--- config.mk ---
export PLATFORM = sky130hd
export DESIGN_NAME = axi_burst_master
export DESIGN_NICKNAME = d
export VERILOG_FILES = /design/src/rtl/axi_mst_pkg.sv /design/src/rtl/axi_burst_master.sv
export SDC_FILE = /design/constraint.sdc
export NUM_CORES = 1
export LEC_CHECK = 0
export CAP_MARGIN = 20
export CORE_AREA = 2 2 481 483
export CTS_BUF_LIST = sky130_fd_sc_hd__clkbuf_8
export DETAILED_ROUTE_END_ITERATION = 10
export DIE_AREA = 0 0 483 485
export PLACE_DENSITY = 0.3
export SETUP_SLACK_MARGIN = 0.1
export SYNTH_ARGS = -nofsm -noshare
export SYNTH_HDL_FRONTEND = slang
export SYNTH_SLANG_ARGS = --single-unit
export TNS_END_PERCENT = 100
--- constraint.sdc ---
create_clock -name ui_clk -period 2.74 [get_ports ui_clk]
set_input_delay 0.548 -clock ui_clk [delete_from_list [all_inputs] [get_ports ui_clk]]
set_output_delay 0.548 -clock ui_clk [all_outputs]
set_load 0.02 [all_outputs]
--- src/rtl/axi_mst_pkg.sv ---
// Shared state encoding, AXI constants and the 4 KiB boundary helper for axi_burst_master.
package axi_mst_pkg;

    typedef logic [2:0] state_t;

    localparam state_t StIdle   = 3'd0;
    localparam state_t StWrAddr = 3'd1;
    localparam state_t StWrData = 3'd2;
    localparam state_t StWrResp = 3'd3;
    localparam state_t StRdAddr = 3'd4;
    localparam state_t StRdData = 3'd5;
    localparam state_t StErr    = 3'd6;

    localparam logic [1:0]  BURST_INCR  = 2'b01;
    localparam logic [1:0]  RESP_OKAY   = 2'b00;
    localparam int unsigned BOUNDARY_4K = 4096;

    // 32-bit arithmetic so len=255 cannot wrap the beat count.
    function automatic logic crosses_4k(input logic [11:0] offs, input logic [7:0] len,
                                        input int unsigned bytes);
        int unsigned span;
        span = (int'(len) + 1) * bytes;
        return (int'(offs) + span) > BOUNDARY_4K;
    endfunction

endpackage

--- src/rtl/axi_burst_master.sv ---
// Single-outstanding AXI4 INCR burst master bridging a simple command/stream interface to MIG.
module axi_burst_master
    import axi_mst_pkg::*;
#(
    parameter int unsigned ADDR_W = 28,
    parameter int unsigned DATA_W = 256,
    parameter int unsigned ID_W   = 4
) (
    input  logic                  ui_clk,
    input  logic                  ui_clk_sync_rst,
    input  logic                  init_calib_complete,
    input  logic                  cmd_valid,
    output logic                  cmd_ready,
    input  logic                  cmd_rw,
    input  logic [ADDR_W-1:0]     cmd_addr,
    input  logic [7:0]            cmd_len,
    input  logic                  wr_valid,
    output logic                  wr_ready,
    input  logic [DATA_W-1:0]     wr_data,
    input  logic [DATA_W/8-1:0]   wr_strb,
    output logic                  rd_valid,
    input  logic                  rd_ready,
    output logic [DATA_W-1:0]     rd_data,
    output logic                  rd_last,
    output logic                  done_valid,
    output logic                  done_err,
    output logic [ID_W-1:0]       awid,
    output logic [ADDR_W-1:0]     awaddr,
    output logic [7:0]            awlen,
    output logic [2:0]            awsize,
    output logic [1:0]            awburst,
    output logic                  awvalid,
    input  logic                  awready,
    output logic [DATA_W-1:0]     wdata,
    output logic [DATA_W/8-1:0]   wstrb,
    output logic                  wlast,
    output logic                  wvalid,
    input  logic                  wready,
    input  logic [ID_W-1:0]       bid,
    input  logic [1:0]            bresp,
    input  logic                  bvalid,
    output logic                  bready,
    output logic [ID_W-1:0]       arid,
    output logic [ADDR_W-1:0]     araddr,
    output logic [7:0]            arlen,
    output logic [2:0]            arsize,
    output logic [1:0]            arburst,
    output logic                  arvalid,
    input  logic                  arready,
    input  logic [ID_W-1:0]       rid,
    input  logic [DATA_W-1:0]     rdata,
    input  logic [1:0]            rresp,
    input  logic                  rlast,
    input  logic                  rvalid,
    output logic                  rready
);

    localparam int unsigned BYTES  = DATA_W / 8;
    localparam int unsigned OFFS_W = $clog2(BYTES);

    state_t              state_q, state_d;
    logic                rw_q, rw_d;
    logic [ADDR_W-1:0]   addr_q, addr_d;
    logic [7:0]          len_q, len_d;
    logic [7:0]          cnt_q, cnt_d;
    logic                err_q, err_d;

    logic              cmd_hs, w_hs, r_hs, beat_err, at_last;
    logic [ADDR_W-1:0] addr_aligned;
    logic              unused_id;

    assign unused_id    = ^{bid, rid, rw_q};
    assign addr_aligned = cmd_addr & ~ADDR_W'(BYTES - 1);
    assign at_last      = (cnt_q == len_q);
    assign cmd_hs       = (state_q == StIdle) && init_calib_complete && cmd_valid;
    assign w_hs         = (state_q == StWrData) && wr_valid && wready;
    assign r_hs         = (state_q == StRdData) && rvalid && rd_ready;
    // A beat is bad if it errors or if rlast and the beat count disagree.
    assign beat_err     = (rresp != RESP_OKAY) || (rlast != at_last);

    always_comb begin
        state_d = state_q;
        rw_d    = rw_q;
        addr_d  = addr_q;
        len_d   = len_q;
        cnt_d   = cnt_q;
        err_d   = err_q;
        case (state_q)
            StIdle: begin
                if (cmd_hs) begin
                    addr_d = addr_aligned;
                    len_d  = cmd_len;
                    rw_d   = cmd_rw;
                    cnt_d  = 8'd0;
                    err_d  = 1'b0;
                    if (crosses_4k(addr_aligned[11:0], cmd_len, BYTES)) begin
                        state_d = StErr;
                    end else begin
                        state_d = cmd_rw ? StWrAddr : StRdAddr;
                    end
                end
            end
            StWrAddr: begin
                if (awready) begin
                    cnt_d   = 8'd0;
                    state_d = StWrData;
                end
            end
            StWrData: begin
                if (w_hs) begin
                    if (at_last) state_d = StWrResp;
                    else         cnt_d   = cnt_q + 8'd1;
                end
            end
            StWrResp: begin
                if (bvalid) state_d = StIdle;
            end
            StRdAddr: begin
                if (arready) begin
                    cnt_d   = 8'd0;
                    state_d = StRdData;
                end
            end
            StRdData: begin
                if (r_hs) begin
                    err_d = err_q | beat_err;
                    if (rlast)               state_d = StIdle;
                    else if (cnt_q != 8'hFF) cnt_d   = cnt_q + 8'd1;
                end
            end
            StErr:   state_d = StIdle;
            default: state_d = StIdle;
        endcase
    end

    always_ff @(posedge ui_clk) begin
        if (ui_clk_sync_rst) begin
            state_q <= StIdle;
            rw_q    <= 1'b0;
            addr_q  <= '0;
            len_q   <= 8'd0;
            cnt_q   <= 8'd0;
            err_q   <= 1'b0;
        end else begin
            state_q <= state_d;
            rw_q    <= rw_d;
            addr_q  <= addr_d;
            len_q   <= len_d;
            cnt_q   <= cnt_d;
            err_q   <= err_d;
        end
    end

    // Every output is forced low while reset is asserted, even before the state register clears.
    always_comb begin
        cmd_ready  = 1'b0;
        wr_ready   = 1'b0;
        rd_valid   = 1'b0;
        rd_data    = '0;
        rd_last    = 1'b0;
        done_valid = 1'b0;
        done_err   = 1'b0;
        awid       = '0;
        awaddr     = '0;
        awlen      = 8'd0;
        awsize     = 3'd0;
        awburst    = 2'b00;
        awvalid    = 1'b0;
        wdata      = '0;
        wstrb      = '0;
        wlast      = 1'b0;
        wvalid     = 1'b0;
        bready     = 1'b0;
        arid       = '0;
        araddr     = '0;
        arlen      = 8'd0;
        arsize     = 3'd0;
        arburst    = 2'b00;
        arvalid    = 1'b0;
        rready     = 1'b0;
        if (!ui_clk_sync_rst) begin
            awaddr  = addr_q;
            awlen   = len_q;
            awsize  = 3'(OFFS_W);
            awburst = BURST_INCR;
            araddr  = addr_q;
            arlen   = len_q;
            arsize  = 3'(OFFS_W);
            arburst = BURST_INCR;
            case (state_q)
                StIdle:   cmd_ready = init_calib_complete;
                StWrAddr: awvalid   = 1'b1;
                StWrData: begin
                    wvalid   = wr_valid;
                    wr_ready = wready;
                    wdata    = wr_data;
                    wstrb    = wr_strb;
                    wlast    = at_last;
                end
                StWrResp: begin
                    bready     = 1'b1;
                    done_valid = bvalid;
                    done_err   = bvalid && (bresp != RESP_OKAY);
                end
                StRdAddr: arvalid = 1'b1;
                StRdData: begin
                    rd_valid   = rvalid;
                    rready     = rd_ready;
                    rd_data    = rdata;
                    rd_last    = rlast;
                    done_valid = r_hs && rlast;
                    done_err   = r_hs && rlast && (err_q || beat_err);
                end
                StErr: begin
                    done_valid = 1'b1;
                    done_err   = 1'b1;
                end
                default: ;
            endcase
        end
    end

endmodule

## After elaboration in Yosys (flattened, before gate mapping)

Cells that the tools add are included.

- Multiplexer cells: 57
- Bitwise gates (word level): 1
- Reduce and logical (&&, ||, !) cells: 20
- $lt $le $gt $ge: 1
- Add/sub/neg operators: 3
- Eq/ne operators: 20

Operator list:

| operator | count |
|---|---|
| $mux W256 | 4 |
| $mux W8 | 9 |
| $mux W32 | 2 |
| $pmux W8 S5 | 1 |
| $mux W3 | 11 |
| $mux W28 | 1 |
| $mux W1 | 25 |
| $ne A2 B2 Y1 const B | 10 |
| $pmux W3 S6 | 1 |
| $add A12 B14 Y15 | 1 |
| $gt A15 B13 Y1 const B | 1 |
| $add A8 B1 Y9 const B | 1 |
| $eq A3 B3 Y1 const B | 3 |
| $logic_and A1 B1 Y1 | 9 |
| $reduce_and A9 Y1 | 1 |
| $add A8 B1 Y8 const B | 1 |
| $eq A8 B8 Y1 | 1 |
| $ne A8 B8 Y1 const B | 1 |
| $reduce_and A8 Y1 | 1 |
| $eq A3 B2 Y1 const B | 2 |
| $pmux W1 S3 | 2 |
| $reduce_bool A2 Y1 | 3 |
| $reduce_bool A5 Y1 | 1 |
| $eq A3 B1 Y1 const B | 1 |
| 8 further kinds | 9 |

- Word-level logic and storage cells: 107
- Input port bits: 605
- Output and inout port bits: 646
- Register bits after elaboration: 43

## Longest topological paths before layout

- Depth after elaboration: 7
- Gate-level depth with buffers: 10
- Gate-level depth less buffers: 10

## Worst setup path before layout

Ideal clock, no wire load.

- Path type: input to register
- From: input port cmd_len[0]
- To: register state_q[1]
- Buffers on the path: 0
- Setup slack: 0.243 ns
- Library setup time: 0.120 ns
- Arrival: 2.377 ns
- Required time: 2.620 ns
- Stages on the path: 8
- Path through: ha_1 -> xor2_1 -> ha_1 -> xor2_1 -> or3_1 -> nor3_1 -> a31oi_2 -> o31a_1

- Word-level cells in the longest chain between the ends: 6

RTL lines:

| item | line | text |
|---|---|---|
| from (decl) | axi_burst_master.sv:16 | `input logic [7:0] cmd_len,` |
| $add A8 B1 Y9 | axi_mst_pkg.sv:22 | `span = (int'(len) + 1) * bytes;` |
| $add A12 B14 Y15 | axi_mst_pkg.sv:23 | `return (int'(offs) + span) > BOUNDARY_4K;` |
| $gt A15 B13 Y1 | axi_mst_pkg.sv:23 |  |
| $mux W3 | axi_burst_master.sv:96 | `if (crosses_4k(addr_aligned[11:0], cmd_len, BYTES)) begin` |
| $mux W3 | axi_burst_master.sv:90 | `if (cmd_hs) begin` |
| $pmux W3 S6 | axi_burst_master.sv:88 | `case (state_q)` |
| to (signal assigned) | axi_burst_master.sv:138 | `state_q <= StIdle;` |
| to (signal assigned) | axi_burst_master.sv:145 | `state_q <= state_d;` |
| to (decl) | axi_burst_master.sv:61 | `state_t state_q, state_d;` |

Every way passes these cells. The select of a mux whose other input is x is not followed.
A chain may end at the register's enable or synchronous reset.

## Worst setup path after layout

- From: register state_q[2]
- To: output port wdata[224]

- Word-level cells in the longest chain between the ends: 3

RTL lines:

| item | line | text |
|---|---|---|
| $eq A3 B2 Y1 | axi_burst_master.sv:190 | `case (state_q)` |
| $mux W256 | axi_burst_master.sv:190 |  |
| $mux W256 | axi_burst_master.sv:181 | `if (!ui_clk_sync_rst) begin` |
| to (decl) | axi_burst_master.sv:34 | `output logic [DATA_W-1:0] wdata,` |

Every way passes these cells.

==> summary.md <==
| Metric | Value |
|---|---|
| Hold Violations, Final | 0 |
| Post-synth EDFFs | 0 |
| Vias | around 15000 |
| Clk_skew | 19.31 ps |
| Critical setup path kind | flop to primary output |
| Core footprint | 0.2290 mm2 |
| Num CTS Buffers | 5 |
| Sequential area share after synthesis | 0.1208 |
| RSZ-0062 raised after global routing | yes |
| CP max-delay cell | dfxtp_4 |
| Final max-slew violation count | 0 |
| Die area | around 0.23 mm2 |
| Initial DRT Pass Iterations | 5 |
| # IOs | between 1000 and 1500 |
| Initial Util | 0.03112 |
| P_leak | approximately 0.011 uW |
| WP data required | 2190 ps |
| Global-route wire length before repair | about 220000 um |
| Post-synth top flop | dfxtp_1 |
| Post-synth top area cell | and2_1 |
| Gr usage total | 0.1498 |
| FMAX | between 300 and 400 MHz |
| Row cnt | roughly 180 |
| CP max stage delay | about 400 ps |
| Iteration-0 DRC Markers | around 850 |
| Avg Synthesized Cell Area | around 6.7 um2 |
| Ys async rst share | 0 |
| Mapped Area | between 0.007 and 0.008 mm2 |
| Vias in the first global route | approximately 14000 |
| Max-cap violations | 0 |
| Worst VDD drop | between 0.0002 and 0.00025 V |
| CP max FO | 8 |
| Worst slack, placed | -585.7 ps |
| Critical Path End Type | primary output |
| Final setup violation count | 0 |
| Unique masters post-synth | 57 |
| Synth area leaders | and2_1 26%, and3_1 23%, dfxtp_1 12% |
| Largest net degree at the start of global routing | 57 |
| Worst skew pair latency | between 300 and 400 ps |
| DR WL/cell | approximately 35 um |
| PnR worst setup slack | around 55 ps |
| #FFs+latches synth | 43 |
| Final GP Congestion | about 1.3 |
| CTS Sinks | 43 |
| CTS tree | yes |
| Most common cell in the netlist | and2_1 |
| Port-buffer cells | around 1200 |
| Top cells by count, synth | 291 x and2_1, 262 x and3_1, 95 x clkbuf_1 |
| Top-area cell type share of the netlist area | 0.2554 |
| Ys Warns | 0 |
| Final min period | 2685 ps |
| Via-per-instance ratio | roughly 2.8 |
| Outcome | finished, final reports clean |
| Cells after Synth | between 1000 and 1500 |
| CP Launch Type | flop |
| Final period utilization | 0.9799 |
| Clk slew on worst S/H paths | 110 ps |
| Share of cells above drive strength 1 | 0.4301 |
| Power density over cell area | roughly 330 mW/mm2 |
| Worst EP arrival | between 2000 and 2500 ps |
| Multi-input gate area | 0.006496 mm2 |
| Grt ovf | 0 |
| Worst hold-check path type | flop to flop |
| DRT Wirelength | 186900 um |
| CTS root buf | clkbuf_8 |
| CTS max path bufs | 2 |
| Fillers | roughly 26000 |
| Most Frequent Cell on Critical Path | buf_12 |
| Hold_buf cts | 0 |
| Detail Route Antenna Nets | 0 |
| Layout Area Growth over Synthesis | 296.7% |
| Final core occ | 0.1235 |
| Drt drc | 0 |
| Die Y-Extent | approximately 490 um |
| Reg area | approximately 870 um2 |
| Fin nets | around 3000 |
| Cell breakdown of the critical path | nor4b_4, buf_6, buf_16, buf_12, clkbuf_16, and2_4, buf_12 |
| Initial antenna violation count | ~330 |
| Post-DP HPWL | roughly 170000 um |
| Die X-Extent | around 480 um |
| CTS H-tree lvls | 2 |
[cell type report]
cell class / count / share of cell area
Timing Repair Buffer: 1381 / 0.5924
Multi-Input combinational cell: 865 / 0.2298
Tap cell: 3026 / 0.1339
Sequential cell: 43 / 0.03084
Antenna cell: 78 / 0.006904
Clock buffer: 5 / 0.002434
Inverter: 14 / 0.002124
Clock inverter: 3 / 0.001637
[report_power, final]
group	internal [uW]	switching, uW	total [uW]
clock	276	327	603
sequential	719	81.0	800
combinational	4020	3980	8000
[per-stage QoR]
stage / power [uW] / setup TNS, ps / hold WS, ps / area (um2) / cells
4_1_cts: 8873 / -3729 / 457.8 / 27240 / 5301
3_3_place_gp: 7613 / -8568 / 438.8 / 25590 / 5251
6_report: 9404 / 0 / 456.4 / 28270 / 5415
3_5_place_dp: 7578 / -8028 / 442.8 / 25590 / 5251
2_1_floorplan: 3342 / 0 / 431.8 / 7206 / 1089
5_1_grt: 9914 / -100.0 / 479.7 / 28130 / 5357
[routing by layer]
metal | track usage | share of wire | vias up
li1 | - | - | 6114
met1 | 0.1453 | 0.34 | 6770
met2 | 0.2352 | 0.44 | 1340
met3 | 0.1444 | 0.20 | 479
met4 | 0.01741 | 0.019 | 212
met5 | 0.002449 | 0.0088 | -
[cell families after synthesis]
logic type / count (synthesis) / synth area share
simple gates: 717 / 0.6036
buf+inv: 181 / 0.1306
compound gates: 90 / 0.09200
flops: 43 / 0.1208
xor+xnor: 21 / 0.02581
fa+ha+maj: 13 / 0.02388
mux: 2 / 0.002809
other cells: 1 / 0.0005262
[sequential cells by signal, indices dropped and copies added (netlist names)]
signal / cells
err_q: 1
cnt_q: 8
len_q: 8
addr_q: 23
state_q: 3
[cell usage in the layout (no fill, tap or decap), drive strengths merged, types with 34 or more instances in the layout]
master / n
and2: 291
diode: 78
nand2: 79
clkdlybuf4s50: 646
dfxtp: 43
buf: 629
clkbuf: 81
nor2b: 34
and3: 263
a21oi: 47
[worst max-delay path, delay by kind of cell, from the launching register on]
kind          cells  cell delay [ps]
buf+inv           5              820
flops             1              390
simple gates      2              520
[what timing repair did]
action / in CTS / in global routing
pin swaps: 40 / 91
setup buffers: 29 / 14
gates cloned: 14 / 26
endpoints found under the setup margin: 490 / 369
gates resized for setup: 607 / 468
[path summary, 6_finish.rpt]
check,from,to,slack (ps),cells after the start
max,state_q[2]$_SDFFE_PP0P_,wdata[224],60,7
min,addr_q[21]$_SDFFE_PP0P_,addr_q[21]$_SDFFE_PP0P_,460,2
max reg2reg,state_q[1]$_SDFFE_PP0P_,state_q[1]$_SDFFE_PP0P_,500,9
min reg2reg,addr_q[21]$_SDFFE_PP0P_,addr_q[21]$_SDFFE_PP0P_,460,2
Note: power is estimated with default switching activity, not from simulation.
==> patch (same settings) <==
`addr_q` no longer has a reset.
--- a/src/rtl/axi_burst_master.sv
+++ b/src/rtl/axi_burst_master.sv
@@ -137,18 +137,20 @@
         if (ui_clk_sync_rst) begin
             state_q <= StIdle;
             rw_q    <= 1'b0;
-            addr_q  <= '0;
             len_q   <= 8'd0;
             cnt_q   <= 8'd0;
             err_q   <= 1'b0;
         end else begin
             state_q <= state_d;
             rw_q    <= rw_d;
-            addr_q  <= addr_d;
             len_q   <= len_d;
             cnt_q   <= cnt_d;
             err_q   <= err_d;
         end
+    end
+
+    always_ff @(posedge ui_clk) begin
+        addr_q <= addr_d;
     end
 
     // Every output is forced low while reset is asserted, even before the state register clears.
Function: changed (Yosys sat finds a counterexample within 4 cycles, from zero or initial values and one cycle with ui_clk_sync_rst high).
==> patch against the original RTL <==
- the flow now finishes with violations (negative setup slack)
- wire length down 14%
- final area decreased by 3.4%
- area after synthesis fell by 4.2%
- sequential power rose by 8.4%
- sequential cell count did not move
- setup slack worse by 0.18 ns
- power rose by 4.8%
- clock power fell by 10%
==> patch: results (changes against the original RTL) <==
setup slack at placement -1.11 ns (-0.520 ns); family with the most delay on the worst path compound AO/OA/AOI/OAI gates; failing checks negative setup slack; fraction of layout cells with a size suffix above 1 42.5% (-0.51 points); Mapped Avg Cell Area 7.04 µm² (+5.5%); CTS resizes 893 (+47%); sequential power 867 µW (+8.4%); leakage power 0.0107 µW (-3.9%); Synth Flop Type edfxtp_1; Reg2Reg Setup Slack 0.12 ns (-0.38 ns); most frequent cells after synthesis and2_1, clkbuf_1, buf_4, nor2b_1, nor2_1; CP endpoint state_q[0]$_SDFFE_PP0P_; number of flops mapped to enable cells by yosys 23 (+23); reg2reg path depth 17 (+8); Clock net power 541 µW (-10%); Setup violations, final 3 (+3); CP Data Arrival Time 3.11 ns (+0.97 ns); Clk network pwr share 5.5% (-0.9 points); Area after DPL 24800 µm² (-3.3%); CP Launch Point cmd_len[1]; pin count of the biggest net entering global routing 55 (-3.5%); CP Max Fanout 3 (-5); worst r2r dst cnt_q[1]$_SDFFE_PP0P_; status finished, violations left; Via Count 13100 (-12%); Critical-path top delay cell a221o_1; final net count 2878 (-1.7%); initial drt markers 618 (-27%); Post-CTS Repair Setup Buffers 44 (+52%); VDD IR max 0.000270 V (+17%); P_int 5520 µW (+10%); Cells after DPL 5196 (-1.0%); setup ws final -0.130 ns (-0.185 ns)
-- patch: how the worst min path moves through the flow --
| stage | depth (start not counted) | startpoint | end |
|---|---|---|---|
| floorplan | 2 | err_q$_SDFFE_PP0P_ | err_q$_SDFFE_PP0P_ |
| global placement | 2 | err_q$_SDFFE_PP0P_ | err_q$_SDFFE_PP0P_ |
| detailed placement | 2 | err_q$_SDFFE_PP0P_ | err_q$_SDFFE_PP0P_ |
| CTS | 2 | err_q$_SDFFE_PP0P_ | err_q$_SDFFE_PP0P_ |
| global route | 1 | cmd_addr[5] | addr_q[5]$_DFFE_PP_ |
| finish | 1 | cmd_addr[5] | addr_q[5]$_DFFE_PP_ |
-- patch: through the flow --
stage | TNS, ns | hold WS [ns] | util [%]
detailed placement | -16.30 | 0.454 | 10.8
finish | -0.222 | 0.404 | 11.9
CTS | -0.189 | 0.481 | 11.4
floorplan | -0.189 | 0.436 | -
global route | -0.457 | 0.397 | 11.9
global placement | -17.36 | 0.449 | 10.8
-- patch: cell families (layout without fill, tap and decap cells) --
group | count (synthesis) | count (layout) | share of synthesized area, %
fa+ha+maj | 13 | 13 | 2.49
flops | 43 | 43 | 16.0
other cells | 1 | 78 | 0.0550
simple gates | 676 | 676 | 60.2
buf+inv | 140 | 1411 | 10.9
compound gates | 72 | 72 | 7.10
mux | 9 | 9 | 1.32
xor+xnor | 15 | 15 | 1.93
-- patch: layout make-up --
type                       instances  area (µm²)
multi-input combinational        807        6120
clock inverter                     3        37.5
clock buffer                       5        68.8
inverter                           6        22.5
tap                             3026        3790
fill                           26300      202000
sequential                        43        1130
antenna                           56         140
timing repair buffer            1397       16000
-- patch: per-layer routing --
metal,track usage (%),routed length [µm]
met5,0,536
met4,2.57,5410
met3,6.63,18100
met2,24.1,82200
met1,12.5,53800
